File: src/rtl/turnstile_access_scheduler.sv
// Round-robin arbiter sharing one code validator and one door driver among N_GATES turnstile readers.
// Tracks consecutive failures per gate and locks a gate out for LOCK_CYCLES after MAX_FAIL of them.
//
// state | meaning
// IDLE  | sampling req & ~locked, grants the next gate in round-robin order
// CHECK | one cycle: compare latched code, update fail count / lock timer
// OPEN  | door_open held for OPEN_CYCLES cycles
module turnstile_access_scheduler #(
  parameter int         N_GATES     = 4,
  parameter logic [3:0] VALID_CODE  = 4'd9,
  parameter int         OPEN_CYCLES = 8,
  parameter int         MAX_FAIL    = 3,
  parameter int         LOCK_CYCLES = 16
) (
  input  logic                   clk,
  input  logic                   rst_n,
  input  logic [N_GATES-1:0]     req,
  input  logic [4*N_GATES-1:0]   code_in,
  output logic [N_GATES-1:0]     ack,
  output logic [N_GATES-1:0]     door_open,
  output logic [N_GATES-1:0]     locked,
  output logic                   busy,
  output logic [1:0]             state_out
);

  localparam int GW = $clog2(N_GATES);
  localparam int FW = $clog2(MAX_FAIL + 1);
  localparam int OW = $clog2(OPEN_CYCLES + 1);
  localparam int LW = $clog2(LOCK_CYCLES + 1);

  typedef enum logic [1:0] {
    ST_IDLE  = 2'b00,
    ST_CHECK = 2'b01,
    ST_OPEN  = 2'b10
  } state_t;

  state_t              state_q, state_d;
  logic [GW-1:0]       gate_q, gate_d;
  logic [GW-1:0]       ptr_q, ptr_d;
  logic [3:0]          code_q, code_d;
  logic [OW-1:0]       open_tmr_q, open_tmr_d;
  logic [FW-1:0]       fail_cnt_q [N_GATES];
  logic [FW-1:0]       fail_cnt_d [N_GATES];
  logic [LW-1:0]       lock_tmr_q [N_GATES];
  logic [LW-1:0]       lock_tmr_d [N_GATES];
  logic [N_GATES-1:0]  ack_q, ack_d;
  logic [N_GATES-1:0]  door_open_q, door_open_d;
  logic [N_GATES-1:0]  locked_q, locked_d;
  logic                busy_q, busy_d;

  logic [N_GATES-1:0]  elig;
  logic                grant_vld;
  logic [GW-1:0]       grant_sel;
  logic [3:0]          code_sel;
  logic [FW-1:0]       fail_inc;

  function automatic logic [GW-1:0] gate_after(input logic [GW-1:0] base, input int off);
    int s;
    s = int'(base) + off;
    if (s >= N_GATES) s = s - N_GATES;
    return GW'(s);
  endfunction

  assign elig = req & ~locked_q;

  // Walk offsets downward so the smallest offset from the pointer wins.
  always_comb begin
    grant_vld = 1'b0;
    grant_sel = ptr_q;
    for (int i = N_GATES - 1; i >= 0; i--) begin
      if (elig[gate_after(ptr_q, i)]) begin
        grant_vld = 1'b1;
        grant_sel = gate_after(ptr_q, i);
      end
    end
    code_sel = '0;
    for (int i = 0; i < N_GATES; i++) begin
      if (grant_sel == GW'(i)) code_sel = code_in[4*i +: 4];
    end
  end

  always_ff @(posedge clk or negedge rst_n) begin
    if (!rst_n) begin
      state_q     <= ST_IDLE;
      gate_q      <= '0;
      ptr_q       <= '0;
      code_q      <= '0;
      open_tmr_q  <= '0;
      ack_q       <= '0;
      door_open_q <= '0;
      locked_q    <= '0;
      busy_q      <= 1'b0;
      for (int i = 0; i < N_GATES; i++) begin
        fail_cnt_q[i] <= '0;
        lock_tmr_q[i] <= '0;
      end
    end else begin
      state_q     <= state_d;
      gate_q      <= gate_d;
      ptr_q       <= ptr_d;
      code_q      <= code_d;
      open_tmr_q  <= open_tmr_d;
      ack_q       <= ack_d;
      door_open_q <= door_open_d;
      locked_q    <= locked_d;
      busy_q      <= busy_d;
      for (int i = 0; i < N_GATES; i++) begin
        fail_cnt_q[i] <= fail_cnt_d[i];
        lock_tmr_q[i] <= lock_tmr_d[i];
      end
    end
  end

  always_comb begin
    state_d    = state_q;
    gate_d     = gate_q;
    ptr_d      = ptr_q;
    code_d     = code_q;
    open_tmr_d = open_tmr_q;
    fail_cnt_d = fail_cnt_q;
    for (int i = 0; i < N_GATES; i++) begin
      lock_tmr_d[i] = (lock_tmr_q[i] != '0) ? lock_tmr_q[i] - LW'(1) : '0;
    end
    fail_inc = fail_cnt_q[gate_q] + FW'(1);
    case (state_q)
      ST_IDLE: begin
        if (grant_vld) begin
          state_d = ST_CHECK;
          gate_d  = grant_sel;
          ptr_d   = gate_after(grant_sel, 1);
          code_d  = code_sel;
        end
      end
      ST_CHECK: begin
        if (code_q == VALID_CODE) begin
          fail_cnt_d[gate_q] = '0;
          open_tmr_d         = OW'(OPEN_CYCLES);
          state_d            = ST_OPEN;
        end else begin
          state_d = ST_IDLE;
          if (fail_inc == FW'(MAX_FAIL)) begin
            fail_cnt_d[gate_q] = '0;
            lock_tmr_d[gate_q] = LW'(LOCK_CYCLES);
          end else begin
            fail_cnt_d[gate_q] = fail_inc;
          end
        end
      end
      ST_OPEN: begin
        if (open_tmr_q == OW'(1)) state_d = ST_IDLE;
        else                      open_tmr_d = open_tmr_q - OW'(1);
      end
      default: state_d = ST_IDLE;
    endcase
  end

  // Outputs are registered copies of next-state decodes so they line up with state_q.
  always_comb begin
    ack_d       = '0;
    door_open_d = '0;
    if (state_q == ST_IDLE && grant_vld) ack_d[grant_sel] = 1'b1;
    if (state_d == ST_OPEN) door_open_d[gate_d] = 1'b1;
    busy_d = (state_d != ST_IDLE);
    for (int i = 0; i < N_GATES; i++) begin
      locked_d[i] = (lock_tmr_d[i] != '0);
    end
  end

  assign ack       = ack_q;
  assign door_open = door_open_q;
  assign locked    = locked_q;
  assign busy      = busy_q;
  assign state_out = state_q;

endmodule

File: config.mk
export PLATFORM = sky130hd
export DESIGN_NAME = turnstile_access_scheduler
export DESIGN_NICKNAME = d
export VERILOG_FILES = /design/src/rtl/turnstile_access_scheduler.sv
export SDC_FILE = /design/constraint.sdc
export NUM_CORES = 1
export LEC_CHECK = 0
export ABC_CLOCK_PERIOD_IN_PS = 5200
export CAP_MARGIN = 20
export CORE_UTILIZATION = 50
export CTS_CLUSTER_SIZE = 10
export DETAILED_ROUTE_END_ITERATION = 8
export PLACE_DENSITY = 0.73
export REMOVE_ABC_BUFFERS = 1
export SLEW_MARGIN = 20
export SYNTH_ARGS = -nofsm -noshare
export SYNTH_HDL_FRONTEND = slang
export SYNTH_SLANG_ARGS = --single-unit
export TNS_END_PERCENT = 1
File: constraint.sdc
create_clock -name clk -period 5.2 [get_ports clk]
set_input_delay 1.04 -clock clk [delete_from_list [all_inputs] [get_ports clk]]
set_output_delay 1.04 -clock clk [all_outputs]
set_load 0.05 [all_outputs]
Yosys cells after proc, flatten, opt, wreduce, memory -nomap -nowiden

Index checks and enable logic that the tools add are counted.

Shift-type cells: 0
Reduce and logical (&&, ||, !) cells: 18
$add $sub $neg: 15
Mux-type cells: 57
Multipliers: 0
Order comparisons: 15
Bitwise operators: 8
Div/mod/pow operators: 0
Equal/unequal tests: 11

Operators with widths:

| kind                                                                          | count |
|---|---|
| 20-bit two-way mux                                                            | 3 |
| 5-bit nonzero test                                                            | 8 |
| 2-bit two-way mux                                                             | 17 |
| 4-bit two-way mux                                                             | 8 |
| 5-bit two-way mux                                                             | 5 |
| 5-bit by 1-bit subtractor with 5-bit output (second input constant)           | 4 |
| 2-bit by 3-bit less-than comparator with 1-bit output (second input constant) | 6 |
| 16-bit bitwise AND                                                            | 1 |
| 8-bit two-way mux                                                             | 2 |
| 16-bit inverter                                                               | 1 |
| 3-bit >= comparator (second input constant)                                   | 5 |
| 5-bit demux with 2-bit select                                                 | 1 |
| 2-bit == test (second input constant)                                         | 5 |
| 1-bit two-way mux                                                             | 10 |
| 2-bit by 1-bit subtractor with 2-bit output (second input constant)           | 5 |
| 8-bit bitwise AND                                                             | 1 |
| 1-bit binary-select mux with 2-bit select                                     | 4 |
| 8-bit bitwise mux                                                             | 1 |
| 8-bit inverter                                                                | 1 |
| 4-bit one-hot mux with 2 select lines                                         | 1 |
| 2-bit by 1-bit adder with 3-bit output (second input constant)                | 2 |
| 2-bit by 2-bit adder with 3-bit output (second input constant)                | 2 |
| 2-bit one-hot mux with 3 select lines                                         | 1 |
| 4-bit bitwise AND                                                             | 1 |
| other kinds (20)                                                              | 29 |

Latch bits: 0
Memories: 0
Memory bits (read-only): 0
Bits in writable memories: 0
Logic and storage cells: 141
Flip-flop bits (word level): 55
Output and inout bits: 15
Input port bits: 22

Longest topological paths before layout

Gate-level depths: netlist (run 1).

Depth in word-level cells: 16
Mapped depth: 12
Mapped depth without buffers: 11

Worst setup path before layout (run 1)

Ideal clock, no wire load.

Kind: in2reg
Start: in req[1]
End: reg code_q[0]
Stages on the path: 11
Path slack: 2.363 ns
Buffers on the path: 0
Arrival: 2.691 ns
Setup time: 0.146 ns
Required time: 5.054 ns
Cell sequence: nor2b_2 or2_4 o32ai_1 nor2_1 inv_1 ha_1 nor2b_1 a221oi_1 nor3_1 a21oi_1 o21ai_0

Cells in the longest elaborated chain, start to end: 12
Elaborated cells between the ends (all ways): 26
Classes of those cells: 3 x eq/ne; 20 x mux; 1 x bitwise; 2 x reduce/logical

Ends and longest elaborated chain:

| item                                      | line | text |
|---|---|---|
| from (decl)                               | 17   | `input logic [N_GATES-1:0] req,` |
| 4-bit bitwise AND *                       | 64   | `assign elig = req & ~locked_q;` |
| 1-bit binary-select mux with 2-bit select | 71   | `if (elig[gate_after(ptr_q, i)]) begin` |
| 1-bit two-way mux (not written as such)   | 71   |  |
| 2-bit two-way mux (4 in a row)            | 71   |  |
| 2-bit zero test                           | 78   | `if (grant_sel == GW'(i)) code_sel = code_in[4*i +: 4];` |
| 4-bit two-way mux (4 in a row)            | 78   |  |
| to (signal assigned)                      | 101  | `code_q <= code_d;` |
| to (decl)                                 | 40   | `logic [3:0] code_q, code_d;` |

Every way passes the cells marked *; elsewhere a longest branch is shown, timed or not. The select of a mux whose other input is x is not followed.
A chain may end at the register's enable or synchronous reset.

Worst setup path in the final report (run 1)

Start: in req[1]
End: reg code_q[1]

Same word-level chain as after synthesis.

==> out/results.tsv, run 1 <==
stage	metric	value	unit
run_status	status	finished, final reports clean	
route	drt first pass iters	4	
worst_hold_path	Worst Hold Launch	lock_tmr_q[0]$_DFF_PN0_	
setup_path	RR Endpoint	code_q[1]$_DFFE_PN0N_	
clock_network	CTS max path bufs	2	
cells_and_area	share of cells above drive strength 1	0.108	
worst_hold_path	WHS Path Cells	1	
setup_path	R2R setup slack	2.68	ns
cells_and_area	fill cell count	468	
global_routing	largest net degree at the start of global routing	56	
power	internal power	1.18	mW
sta	final setup margin	1.86	ns
synth	Seq cells post-synth	55	
power	P_sw	0.860	mW
cells_and_area	area occupied by multi-input gates	1420	um2
floorplan	die height	78.1	um
synth	post-synth top area cell	dfrtp_1	
setup_path	Critical Path RT	5.36	ns
power	sw frac	0.421	
floorplan	num rows	27	
route	post-DR wirelength/cell	14.2	um
synth	post-synthesis sequential area ratio	0.475	
global_routing	first-pass GRT wire length	9650	um
clock_network	CTS Root Cell	clkbuf_8	
sta	Least-Margin Pin Slew	0.889	ns
worst_hold_path	WHS Endpoint	lock_tmr_q[0]$_DFF_PN0_	
sta	fmax	299	MHz
setup_path	Setup crit end kind	flop	
setup_path	crit path kind	primary input to flop	
cells_and_area	Finished Core Util	0.618	
setup_path	crit path max fanout	6	
clock_network	CTS resizes	0	
place	post-DP HPWL	4100	um
setup_path	reg2reg start	locked[1]$_DFF_PN0_	
route	detailed router's first-iteration violation count	130	
cells_and_area	Reg area	1380	um2
sta	Slew Viols, Final	0	
sta	setup TNS	0	ns
floorplan	Die Wd	78.1	um
power	leak pwr	1.48	nW
global_routing	vias in the first global route	2206	
cells_and_area	fin nets	355	
cells_and_area	Area Growth Syn to Fin	18.3	%
setup_path	WP data arrival	3.50	ns
sta	final setup fails	0	
synth	Cell variety after synth	48	
synth	Post-Syn Area	2900	um2
route	Vias/cell	5.49	
global_routing	total global routing overflow	0	
synth	ys flop type	dfrtp_1	
global_routing	antenna violations before repair	0	
place	GP Congestion	0.828	
sta	minimum clock period	3.34	ns
route	drt total wl	5510	um
clock_network	Hold-fix buffers, CTS	0	
power	Flop pwr share	0.373	
sta	unrepaired setup endpoints after global routing	false	
setup_path	startpoint types	primary input	
place	PortBufs	36	
sta	Post-Route Hold Slack	0.477	ns
floorplan	io pins	37	
synth	YS warnings	0	
synth	ys async rst share	1.00	
clock_network	clk_lat worst skew	0.30	ns
synth	Post-Synthesis Cells	275	
route	antenna violation net count after detailed routing	0	
sta	skew final	0.00771	ns
floorplan	Die ar.	6100	um2
floorplan	core area	5540	um2
power	Clk pwr share	0.125	
power	VDD IR max	292	uV
clock_network	Max H-tree Level	2	
route	vias	2132	
clock_network	post-CTS setup buffer count	0	
sta	final hold viol count	0	
sta	relative slew slack	0.400	
route	post-route DRC violation count	0	
power	Pwr per Cell Area	596	nW/um2
floorplan	Initial Utilization	0.523	
clock_network	TritonCTS buffer count	5	
synth	top-area cell type share of the netlist area	0.475	
synth	number of synthesized flops with an enable pin	0	
sta	Final Cycle Share	0.642	
worst_hold_path	Hold Path Class	flop to flop	
job	maxcap violations	0	
setup_path	Worst Reg-to-Reg Cells	11	
synth	Mean Syn Cell Area	10.5	um2
global_routing	gr usage total	0.201	
clock_network	clk sink count	55	
power	power share of the combinational group	0.502	
synth	Area contributors post-synth	dfrtp_1, ha_1, nor2_1	
clock_network	CTS clk-pin slew, worst paths	0.10	ns
clock_network	CTS tree	done	
place	setup slack at placement	1.59	ns
cells_and_area	diode count	0	
==> worst max-delay path by stage <==
stage	start	to	slack [ns]	depth (start not counted)
CTS	req[1]	code_q[1]$_DFFE_PN0N_	1.92	12
floorplan	req[1]	code_q[0]$_DFFE_PN0N_	2.37	11
detailed placement	req[1]	code_q[1]$_DFFE_PN0N_	1.59	12
finish	req[1]	code_q[1]$_DFFE_PN0N_	1.86	12
global placement	req[1]	code_q[0]$_DFFE_PN0N_	1.70	12
global route	req[1]	code_q[1]$_DFFE_PN0N_	1.69	12
==> synth_stat cells, types with 3 or more instances <==
master,count
dfrtp_1,55
nor2_1,31
nand2_1,23
inv_1,20
ha_1,18
o21ai_0,15
a21oi_1,12
nor3_1,12
mux2_2,9
nand3_1,9
xnor2_1,7
a221oi_1,4
and2_1,4
nand2b_1,4
nand3b_1,4
nor3b_1,4
nor2b_1,3
nor2b_2,3
o21bai_1,3
==> cells in the final DEF, fill, tap and decap left out, drive strengths merged, types with 8 or more instances in the layout <==
| cell type | instances |
|---|---|
| a21oi | 12 |
| nand3 | 9 |
| mux2 | 9 |
| dfrtp | 55 |
| inv | 20 |
| nor2 | 31 |
| nor3 | 12 |
| clkbuf | 8 |
| clkdlybuf4s50 | 35 |
| nand2 | 23 |
| ha | 18 |
| o21ai | 15 |
==> layout make-up <==
class / count / area share
Clock buffer: 8 / 0.0292
Inverter: 20 / 0.0219
Multi-Input combinational cell: 196 / 0.415
Sequential cell: 55 / 0.402
Tap cell: 72 / 0.0263
Timing Repair Buffer: 37 / 0.106
==> per-stage QoR <==
stage	total power, mW	std cells	instance area, um2
CTS	2.06	388	3420
global route	2.23	388	3420
finish	2.04	388	3420
global placement	1.76	380	3320
detailed placement	1.80	380	3320
floorplan	1.54	271	2870
==> power by group through the flow <==
stage,clock [mW],sequential (mW),combinational [mW]
after floorplan,0,0.805,0.730
after global placement,0,0.761,0.995
after detailed placement,0,0.769,1.03
after CTS,0.264,0.762,1.03
after global routing,0.280,0.788,1.16
final,0.255,0.762,1.03
==> layer usage <==
metal,up-vias,share of wire,global-route usage
met5,-,0,0
met4,0,0.018,0.0759
met3,12,0.032,0.0314
met2,37,0.51,0.361
met1,1041,0.44,0.243
li1,1042,-,-
==> kinds of logic (layout without fill, tap and decap cells) <==
kind of cell / after synthesis / count (layout) / synth area share
compound gates: 51 / 51 / 0.140
flops: 55 / 55 / 0.475
simple gates: 107 / 107 / 0.194
xor+xnor: 7 / 7 / 0.0212
mux: 13 / 13 / 0.0575
fa+ha+maj: 18 / 18 / 0.0778
buf+inv: 24 / 65 / 0.0341
==> worst max-delay path: stages <==
cell and delay, ns:
clkdlybuf4s50_1 0.45, nor2b_2 0.35, or2_4 0.22, o32ai_1 0.10, nor2_1 0.24, inv_1 0.10
ha_1 0.23, nor2b_1 0.17, a221oi_1 0.29, nor3_1 0.08, a21oi_1 0.13, o21ai_0 0.10
==> sequential cells by signal (all words and copies together), names as in the netlist <==
register and count:
gate_q 2, ack 4, state_out 2, door_open 4, locked 4, ptr_q 2
fail_cnt_q 8, code_q 4, lock_tmr_q 20, open_tmr_q 4, busy 1
No activity file was read; power rests on OpenSTA's default activity.
==> run 2, diff against run 1 <==
Settings changed: ABC_CLOCK_PERIOD_IN_PS 5200 to 3120.
Clock period 5.2 ns to 3.12 ns, I/O delays scaled along.
==> out/results.tsv, run 2 (same netlist as run 1, synthesis figures left out) <==
stage	metric	value	unit
run_status	status	finished, final reports clean	
cells_and_area	most frequent cells in the layout	dfrtp_1, clkdlybuf4s50_1, nor2_1, nand2_1, inv_1	
place	post-DP HPWL	4120	um
sta	setup TNS	0	ns
sta	skew final	0.00659	ns
power	VDD IR max	517	uV
clock_network	Max H-tree Level	2	
cells_and_area	commonest non-fill, non-tap cell in the layout	dfrtp_1	
sta	unrepaired setup endpoints after global routing	false	
setup_path	crit path kind	primary input to flop	
cells_and_area	Reg with most FFs	lock_tmr_q	
global_routing	antenna violations before repair	0	
job	maxcap violations	0	
cells_and_area	Area Growth Syn to Fin	19.2	%
route	post-DR wirelength/cell	14.3	um
cells_and_area	diode count	0	
sta	minimum clock period	2.79	ns
route	Vias/cell	5.43	
sta	Slew Viols, Final	0	
floorplan	io pins	37	
place	DP Area	3370	um2
worst_hold_path	Hold Path Class	primary input to async pin	
cells_and_area	share of cells above drive strength 1	0.121	
setup_path	Setup crit end kind	flop	
clock_network	clk sink count	55	
clock_network	CTS tree	done	
sta	final hold viol count	0	
global_routing	total global routing overflow	0	
route	detailed router's first-iteration violation count	69	
floorplan	Die ar.	6100	um2
clock_network	clk_lat worst skew	0.31	ns
global_routing	gr usage total	0.206	
global_routing	largest net degree at the start of global routing	56	
sta	final setup fails	0	
sta	Final Cycle Share	0.894	
route	post-route DRC violation count	0	
sta	Least-Margin Pin Slew	0.861	ns
place	GP Congestion	0.905	
clock_network	CTS max path bufs	2	
global_routing	first-pass GRT wire length	9840	um
clock_network	post-CTS setup buffer count	0	
power	leak pwr	1.50	nW
cells_and_area	max reg flops	20	
floorplan	Die Wd	78.1	um
setup_path	WP data arrival	2.98	ns
setup_path	Critical Path RT	3.31	ns
route	vias	2139	
clock_network	CTS clk-pin slew, worst paths	0.09	ns
clock_network	TritonCTS buffer count	5	
setup_path	crit path max fanout	8	
global_routing	vias in the first global route	2129	
setup_path	startpoint types	primary input	
floorplan	die height	78.1	um
route	antenna violation net count after detailed routing	0	
clock_network	Hold-fix buffers, CTS	0	
power	Pwr per Cell Area	984	nW/um2
floorplan	Initial Utilization	0.523	
cells_and_area	Final Cell Area	3450	um2
sta	fmax	359	MHz
place	PortBufs	36	
cells_and_area	Regs by FF count	lock_tmr_q: 20 flops, fail_cnt_q: 8 flops	
floorplan	core area	5540	um2
clock_network	CTS Root Cell	clkbuf_8	
sta	relative slew slack	0.418	
cells_and_area	fin nets	361	
route	drt total wl	5630	um
floorplan	num rows	27	
route	drt first pass iters	4	
clock_network	CTS resizes	0	
==> run 2: where the power goes <==
part / switching, mW / internal (mW)
clock network: 0.217 / 0.158
registers: 0.243 / 1.01
logic: 0.982 / 0.787
==> run 2: stage by stage <==
| stage | instances | hold slack [ns] | setup slack (ns) | power, mW | utilization |
|---|---|---|---|---|---|
| floorplan | 271 | 0.328 | 0.702 | 2.56 | - |
| global placement | 386 | 0.466 | 0.172 | 2.96 | 0.608 |
| detailed placement | 386 | 0.468 | 0.0366 | 3.03 | 0.608 |
| CTS | 394 | 0.462 | 0.360 | 3.41 | 0.623 |
| global route | 394 | 0.504 | 0.137 | 3.70 | 0.623 |
| finish | 394 | 0.439 | 0.332 | 3.39 | 0.623 |
==> run 2: area by class of cell <==
class | count | area, um2
fill | 473 | 2090
multi-input combinational | 196 | 1420
sequential | 55 | 1380
timing repair buffer | 43 | 408
tap | 72 | 90.1
clock buffer | 7 | 76.3
inverter | 20 | 75.1
clock inverter | 1 | 5.00
==> run 2: layer usage <==
layer	vias up	global-route usage	wire length (um)
met3	12	0.0360	131
met4	0	0.0796	116
met1	1036	0.265	2630
li1	1055	-	-
met2	36	0.346	2750
met5	-	0	0
==> run 2: final timing paths <==
kind / from / to / slack [ns] / cells past startpoint
max in group asynchronous: rst_n / lock_tmr_q[3]$_DFF_PN0_ / 2.23 / 2
worst max register to register: locked[3]$_DFF_PN0_ / code_q[1]$_DFFE_PN0N_ / 0.72 / 11
min in group clk: lock_tmr_q[15]$_DFF_PN0_ / lock_tmr_q[15]$_DFF_PN0_ / 0.48 / 1
worst max-delay path: req[3] / code_q[1]$_DFFE_PN0N_ / 0.33 / 12
worst min register to register: lock_tmr_q[15]$_DFF_PN0_ / lock_tmr_q[15]$_DFF_PN0_ / 0.48 / 1
worst min-delay path: rst_n / state_out[1]$_DFF_PN0_ / 0.44 / 2
==> run 2: critical path: stages <==
cell,delay [ns]
clkdlybuf4s50_1,0.46
nor2b_4,0.28
o22a_2,0.19
o2bb2ai_1,0.09
nor2_1,0.25
inv_1,0.10
ha_1,0.23
nor2b_1,0.16
a221oi_1,0.32
nor3_1,0.08
a21oi_1,0.12
o21ai_0,0.08
